File: config.mk
export PLATFORM = sky130hd
export DESIGN_NAME = uart_tx_cfg
export DESIGN_NICKNAME = d
export VERILOG_FILES = /design/src/rtl/uart_pkg.sv /design/src/rtl/uart_tx_cfg_bit_timer.sv /design/src/rtl/uart_tx_cfg.sv
export SDC_FILE = /design/constraint.sdc
export NUM_CORES = 1
export LEC_CHECK = 0
export CAP_MARGIN = 20
export CORE_ASPECT_RATIO = 0.5
export CORE_MARGIN = 2
export CORE_UTILIZATION = 52
export CTS_CLUSTER_SIZE = 30
export DETAILED_ROUTE_END_ITERATION = 12
export PLACE_DENSITY = 0.74
export SYNTH_ARGS = -nofsm -noshare
export SYNTH_HDL_FRONTEND = slang
export SYNTH_HIERARCHICAL = 1
export SYNTH_SLANG_ARGS = --single-unit
File: constraint.sdc
create_clock -name i_Clock -period 3.5 [get_ports i_Clock]
set_clock_uncertainty 0.15 [all_clocks]
set_input_delay 0.7 -clock i_Clock [delete_from_list [all_inputs] [get_ports i_Clock]]
set_output_delay 0.7 -clock i_Clock [all_outputs]
set_load 0.005 [all_outputs]
File: src/rtl/uart_pkg.sv
// Shared UART definitions: FSM states, per-frame config struct and parity helpers.
// Kept separate so a matching receiver can reuse the same frame description.
package uart_pkg;

  localparam int DATA_BITS_MIN = 5;
  localparam int DATA_BITS_MAX = 9;

  typedef enum logic [2:0] {
    IDLE,
    START,
    DATA,
    PARITY,
    STOP
  } uart_state_t;

  typedef struct packed {
    logic [3:0] data_bits;
    logic       parity_en;
    logic       parity_odd;
    logic       two_stop;
  } frame_cfg_t;

  // XOR of the first nbits data bits, inverted for odd parity.
  function automatic logic calc_parity(input logic [DATA_BITS_MAX-1:0] data,
                                       input logic [3:0]               nbits,
                                       input logic                     odd);
    logic p;
    p = odd;
    for (int i = 0; i < DATA_BITS_MAX; i++) begin
      if (4'(i) < nbits) p = p ^ data[i];
    end
    return p;
  endfunction

  function automatic logic [3:0] norm_bits(input logic [3:0] nbits,
                                           input logic [3:0] max_bits);
    if (nbits < 4'(DATA_BITS_MIN) || nbits > max_bits) return max_bits;
    return nbits;
  endfunction

endpackage

File: src/rtl/uart_tx_cfg_bit_timer.sv
// Bit-period timer: counts enabled sample ticks and strobes bit_end on the last
// tick of each serial bit. Held at zero while clear is high.
module uart_bit_timer #(
  parameter int TICK_PER_BIT = 16
) (
  input  logic clk,
  input  logic rst,
  input  logic enable,
  input  logic sample_tick,
  input  logic clear,
  output logic bit_end
);

  localparam int CW = (TICK_PER_BIT > 1) ? $clog2(TICK_PER_BIT) : 1;
  localparam logic [CW-1:0] TICK_LAST = CW'(TICK_PER_BIT - 1);

  logic [CW-1:0] tick_cnt;

  always_ff @(posedge clk or posedge rst) begin
    if (rst) begin
      tick_cnt <= '0;
    end else if (enable) begin
      if (clear) begin
        tick_cnt <= '0;
      end else if (sample_tick) begin
        tick_cnt <= (tick_cnt == TICK_LAST) ? '0 : tick_cnt + 1'b1;
      end
    end
  end

  assign bit_end = enable & sample_tick & ~clear & (tick_cnt == TICK_LAST);

endmodule

File: src/rtl/uart_tx_cfg.sv
// Run-time configurable UART transmitter (5..DATA_W data bits, optional parity,
// 1 or 2 stop bits) with a one-word holding register for gapless back-to-back frames.
module uart_tx_cfg
  import uart_pkg::*;
#(
  parameter int TICK_PER_BIT = 16,
  parameter int DATA_W       = 9
) (
  input  logic              i_Clock,
  input  logic              i_reset,
  input  logic              i_enable,
  input  logic              sample_tick,
  input  logic              i_valid,
  output logic              o_ready,
  input  logic [DATA_W-1:0] i_data,
  input  logic [3:0]        i_data_bits,
  input  logic              i_parity_en,
  input  logic              i_parity_odd,
  input  logic              i_two_stop,
  output logic              o_TX,
  output logic              o_TX_Active,
  output logic              o_TX_Done
);

  localparam logic [3:0] MAX_BITS = 4'(DATA_W);

  uart_state_t state, state_n;
  logic        tx_n, active_n, done_n;
  logic [3:0]  bit_cnt, bit_cnt_n;
  logic        stop_cnt, stop_cnt_n;
  logic        load, shift, accept, bit_end;

  logic              hold_full;
  logic [DATA_W-1:0] hold_data;
  frame_cfg_t        hold_cfg;

  logic [DATA_W-1:0] shreg;
  logic              par_bit;
  logic [3:0]        cur_bits;
  logic              cur_par_en, cur_two_stop;

  assign o_ready = ~hold_full;
  assign accept  = i_valid & ~hold_full & i_enable;

  uart_bit_timer #(
    .TICK_PER_BIT(TICK_PER_BIT)
  ) u_bit_timer (
    .clk        (i_Clock),
    .rst        (i_reset),
    .enable     (i_enable),
    .sample_tick(sample_tick),
    .clear      (state == IDLE),
    .bit_end    (bit_end)
  );

  always_ff @(posedge i_Clock or posedge i_reset) begin
    if (i_reset) begin
      state        <= IDLE;
      o_TX         <= 1'b1;
      o_TX_Active  <= 1'b0;
      o_TX_Done    <= 1'b0;
      bit_cnt      <= '0;
      stop_cnt     <= 1'b0;
      hold_full    <= 1'b0;
      cur_bits     <= '0;
      cur_par_en   <= 1'b0;
      cur_two_stop <= 1'b0;
    end else if (i_enable) begin
      state       <= state_n;
      o_TX        <= tx_n;
      o_TX_Active <= active_n;
      o_TX_Done   <= done_n;
      bit_cnt     <= bit_cnt_n;
      stop_cnt    <= stop_cnt_n;
      if (accept)    hold_full <= 1'b1;
      else if (load) hold_full <= 1'b0;
      if (load) begin
        cur_bits     <= hold_cfg.data_bits;
        cur_par_en   <= hold_cfg.parity_en;
        cur_two_stop <= hold_cfg.two_stop;
      end
    end else begin
      o_TX_Done <= 1'b0;
    end
  end

  // Datapath words carry no reset: hold_full/state qualify every use.
  always_ff @(posedge i_Clock) begin
    if (i_enable) begin
      if (accept) begin
        hold_data <= i_data;
        hold_cfg  <= '{data_bits:  norm_bits(i_data_bits, MAX_BITS),
                       parity_en:  i_parity_en,
                       parity_odd: i_parity_odd,
                       two_stop:   i_two_stop};
      end
      if (load) begin
        shreg   <= hold_data;
        par_bit <= calc_parity(DATA_BITS_MAX'(hold_data), hold_cfg.data_bits,
                               hold_cfg.parity_odd);
      end else if (shift) begin
        shreg <= shreg >> 1;
      end
    end
  end

  always_comb begin
    state_n    = state;
    tx_n       = o_TX;
    active_n   = o_TX_Active;
    done_n     = 1'b0;
    bit_cnt_n  = bit_cnt;
    stop_cnt_n = stop_cnt;
    load       = 1'b0;
    shift      = 1'b0;
    case (state)
      IDLE: begin
        tx_n     = 1'b1;
        active_n = 1'b0;
        if (hold_full) begin
          load     = 1'b1;
          state_n  = START;
          tx_n     = 1'b0;
          active_n = 1'b1;
        end
      end
      START: begin
        if (bit_end) begin
          state_n   = DATA;
          tx_n      = shreg[0];
          bit_cnt_n = '0;
        end
      end
      DATA: begin
        if (bit_end) begin
          if (bit_cnt == cur_bits - 4'd1) begin
            if (cur_par_en) begin
              state_n = PARITY;
              tx_n    = par_bit;
            end else begin
              state_n    = STOP;
              tx_n       = 1'b1;
              stop_cnt_n = 1'b0;
            end
          end else begin
            bit_cnt_n = bit_cnt + 4'd1;
            shift     = 1'b1;
            tx_n      = shreg[1];
          end
        end
      end
      PARITY: begin
        if (bit_end) begin
          state_n    = STOP;
          tx_n       = 1'b1;
          stop_cnt_n = 1'b0;
        end
      end
      STOP: begin
        if (bit_end) begin
          if (cur_two_stop && !stop_cnt) begin
            stop_cnt_n = 1'b1;
          end else begin
            done_n = 1'b1;
            // A waiting word starts on this same edge, so no idle gap appears.
            if (hold_full) begin
              load     = 1'b1;
              state_n  = START;
              tx_n     = 1'b0;
              active_n = 1'b1;
            end else begin
              state_n  = IDLE;
              tx_n     = 1'b1;
              active_n = 1'b0;
            end
          end
        end
      end
      default: begin
        state_n  = IDLE;
        tx_n     = 1'b1;
        active_n = 1'b0;
      end
    endcase
  end

endmodule

==> impl_metrics.prom <==
# TYPE chip_impl_metric gauge
chip_impl_metric{name="placeableCoreArea",unit="µm²"} 4490
chip_impl_info{name="synth_area_leaders",value="edfxtp_1 31%, dfrtp_1 21%, mux2_1 4.1%"} 1
chip_impl_metric{name="pin_count",unit=""} 25
chip_impl_metric{name="period_needed",unit="ps"} 2980
chip_impl_metric{name="drive_above_1_share",unit="%"} 11.7
chip_impl_metric{name="finalMaxSlewViolations",unit=""} 0
chip_impl_metric{name="first_iter_violations",unit=""} 72
chip_impl_metric{name="global_route.usage.total",unit="%"} 19.1
chip_impl_info{name="worstReg2RegStart",value="state[0]"} 1
chip_impl_metric{name="ir_drop",unit="mV"} 0.222
chip_impl_metric{name="setup_viol_count_final",unit=""} 0
chip_impl_metric{name="worst_slew_pin_slew",unit="ps"} 790
chip_impl_metric{name="grt_antenna_before_repair",unit=""} 0
chip_impl_info{name="worstHoldStart",value="hold_cfg[2]"} 1
chip_impl_info{name="cts_tree",value="built"} 1
chip_impl_metric{name="placement_rows",unit=""} 17
chip_impl_metric{name="timing.critical_path.fanout_max",unit=""} 9
chip_impl_metric{name="period_share",unit="%"} 85.0
chip_impl_metric{name="synthesis.area",unit="µm²"} 2480
chip_impl_metric{name="clkSinkCount",unit=""} 48
chip_impl_metric{name="slew-limit-headroom",unit="%"} 47.3
chip_impl_metric{name="die_area",unit="µm²"} 5370
chip_impl_metric{name="final_estimated_routing_congestion_in_global_placement",unit=""} 0.840
chip_impl_info{name="category_of_the_worst_setup_path_launch_point",value="input port"} 1
chip_impl_info{name="setup.worst_path.start",value="sample_tick"} 1
chip_impl_metric{name="floorplan.initialDensity",unit="%"} 55.3
chip_impl_metric{name="syn_area_per_cell",unit="µm²"} 11.6
chip_impl_metric{name="basic_gate_share_of_the_synthesized_area_counting_and_or_nand_and_nor_cells",unit="%"} 15.9
chip_impl_metric{name="synth_compound_gate_area_share",unit="%"} 11.9
chip_impl_info{name="ys.flop_type",value="edfxtp_1"} 1
chip_impl_metric{name="drt_wl_total",unit="µm"} 4530
chip_impl_metric{name="fp.dieW",unit="µm"} 102
chip_impl_info{name="cell_type_with_the_largest_total_area_after_synthesis",value="edfxtp_1"} 1
chip_impl_metric{name="cts_buffer_depth",unit=""} 2
chip_impl_metric{name="numPortBuffers",unit=""} 24
chip_impl_metric{name="edff_count_synth",unit=""} 26
chip_impl_metric{name="grt_pass1_wl",unit="µm"} 7530
chip_impl_metric{name="floorplan.die.height",unit="µm"} 52.8
chip_impl_metric{name="clock_buffers_created_by_tritoncts",unit=""} 5
chip_impl_metric{name="maxCapViolCount",unit=""} 0
chip_impl_metric{name="hold_fix_buffers_at_cts",unit=""} 0
chip_impl_info{name="synth_top_family_by_area",value="simple AND/OR/NAND/NOR gates"} 1
chip_impl_metric{name="power.leakage",unit="nW"} 1.12
chip_impl_metric{name="synth_xor_area_share",unit="%"} 5.65
chip_impl_info{name="rsz_0062_raised_after_global_routing",value="false"} 1
chip_impl_info{name="holdCritPathClass",value="reg2reg"} 1
chip_impl_metric{name="synth-seq-cells",unit=""} 48
chip_impl_metric{name="ctsResizeCount",unit=""} 0
chip_impl_metric{name="arrival",unit="ps"} 2780
chip_impl_metric{name="insertion_delay",unit="ps"} 300
chip_impl_metric{name="clk_pin_slew",unit="ps"} 90
chip_impl_metric{name="netlist-cell-type-count",unit=""} 54
chip_impl_metric{name="place_hpwl",unit="µm"} 3280
chip_impl_info{name="cts-root-buf",value="clkbuf_8"} 1
chip_impl_metric{name="synth_top_area_share",unit="%"} 31.5
chip_impl_metric{name="synth.yosys.warnings",unit=""} 6
chip_impl_metric{name="vias_per_cell",unit=""} 5.57
chip_impl_metric{name="power_density",unit="nW/µm²"} 415
chip_impl_info{name="critPathKind",value="in2reg"} 1
chip_impl_metric{name="synthAdderAreaFrac",unit="%"} 1.51
chip_impl_metric{name="hold_slack",unit="ps"} 316
chip_impl_metric{name="insertedDiodeCount",unit=""} 0
chip_impl_metric{name="antenna_violating_nets_post_route",unit=""} 0
chip_impl_metric{name="synth_seq_area_share",unit="%"} 53.7
chip_impl_metric{name="final.setup.tns",unit="ps"} 0
chip_impl_metric{name="grt_max_degree",unit=""} 19
chip_impl_metric{name="synthesis.nets",unit=""} 237
chip_impl_metric{name="clock_tree.htree_level_count",unit=""} 2
chip_impl_info{name="status",value="finished clean"} 1
chip_impl_metric{name="postSynth.asyncResetShare",unit="%"} 45.8
chip_impl_metric{name="postSynthCellCount",unit=""} 213
chip_impl_info{name="capturing_element_type_of_the_critical_path",value="flip-flop"} 1
chip_impl_metric{name="fmax",unit="GHz"} 0.336
chip_impl_metric{name="drcViolationCount",unit=""} 0
chip_impl_metric{name="vias",unit=""} 1703
chip_impl_metric{name="route.detailed.wl_per_inst",unit="µm"} 14.8
chip_impl_metric{name="postCtsSetupRepairBufs",unit=""} 0
chip_impl_metric{name="finalHoldViolCount",unit=""} 0
chip_impl_metric{name="number_of_optimization_iterations_in_the_first_detailed_route_pass",unit=""} 4
chip_impl_metric{name="cp.required",unit="ps"} 3310
chip_impl_metric{name="yosys-mux-area-fraction",unit="%"} 7.67
chip_impl_metric{name="final_net_count",unit=""} 263
chip_impl_metric{name="syn_to_final_growth",unit="%"} 15.3
chip_impl_metric{name="grt.overflow.total",unit=""} 0
chip_impl_metric{name="grt_pass1_vias",unit=""} 1547
-- cells in the mapped netlist, types with 2 or more instances --
cell      instances
edfxtp_1         26
dfrtp_1          21
nand2_1          18
o21ai_0          17
inv_1            13
a21oi_1          10
mux2_1            9
nand3_1           9
mux2_2            7
xnor2_1           7
nor2_1            6
nor3_1            6
nor2b_1           4
and3_1            3
ha_1              3
nand2b_1          3
o211ai_1          3
o311ai_0          3
or3_1             3
a22o_1            2
and2_1            2
buf_2             2
clkbuf_1          2
nor3b_1           2
xnor3_1           2
xor2_1            2
-- per-layer routing --
layer / up-vias / wire, µm / global-route usage [%]
met4: 0 / 68 / 6.08
met5: - / 0 / 0
li1: 823 / - / -
met1: 819 / 2100 / 26.2
met2: 54 / 2150 / 30.3
met3: 7 / 212 / 4.40
-- placed cells by master (no fill, tap or decap), types with 6 or more instances in the layout --
cell,count
edfxtp_1,26
clkdlybuf4s50_1,24
dfrtp_1,21
nand2_1,18
o21ai_0,17
inv_1,13
a21oi_1,10
nand3_1,9
mux2_1,9
mux2_2,7
xnor2_1,7
nor2_1,6
nor3_1,6
-- where the power goes --
part,leakage [nW],switching [mW],internal (mW)
Combinational,0.563,0.0722,0.0979
Clock,0.0412,0.188,0.140
Sequential,0.513,0.0434,0.644
-- sequential cells by signal, indices dropped and copies added, names as in the netlist --
signal and count:
shreg 9, hold_full 1, hold_cfg 7, o_TX 1, state 3, stop_cnt 1
cur_par_en 1, cur_two_stop 1, u_bit_timer/tick_cnt 4, o_TX_Active 1, cur_bits 4, hold_data 9
bit_cnt 4, par_bit 1, o_TX_Done 1
-- final timing paths --
check | slack (ps) | to | depth (start not counted)
max | 520 | shreg[5] | 7
min | 320 | cur_par_en | 1
max reg2reg | 550 | shreg[5] | 7
min reg2reg | 320 | cur_par_en | 1
max in group asynchronous | 2070 | cur_bits[0] | 2
min in group asynchronous | 460 | u_bit_timer/tick_cnt[1] | 2
-- per-stage QoR --
stage	setup slack (ps)	total power [mW]	util, %	area [µm²]	instances
floorplan	871	0.800	-	2480	213
global route	325	1.24	63.7	2860	306
global placement	298	0.861	61.8	2780	298
CTS	510	1.19	63.7	2860	306
finish	523	1.19	63.7	2860	306
detailed placement	215	0.869	61.8	2780	298
-- layout make-up --
cell class,count,area (µm²)
fillers,355,1630
flip-flops and latches,48,1330
multi-input cells,145,1060
repair buffers,26,255
well taps,66,82.6
clock buffers,6,72.6
inverters,13,48.8
clock inverters,2,12.5
-- worst max-delay path: stages --
cell and delay [ps]:
clkdlybuf4s50_1 530, and3b_2 230, nor2b_1 300, nand2b_1 150, a21bo_1 340, o21ai_0 110, and2_1 420
-- logic make-up (layout without fill, tap and decap cells) --
| kind of cell | after synthesis | in the layout |
|---|---|---|
| adder cells (fa/ha/maj) | 3 | 3 |
| buffers and inverters | 20 | 47 |
| multiplexers | 17 | 17 |
| AND/OR/NAND/NOR | 68 | 68 |
| flip-flops | 48 | 48 |
| AO/OA/AOI/OAI | 45 | 45 |
| XOR/XNOR | 12 | 12 |
(Power assumes the default switching activity.)
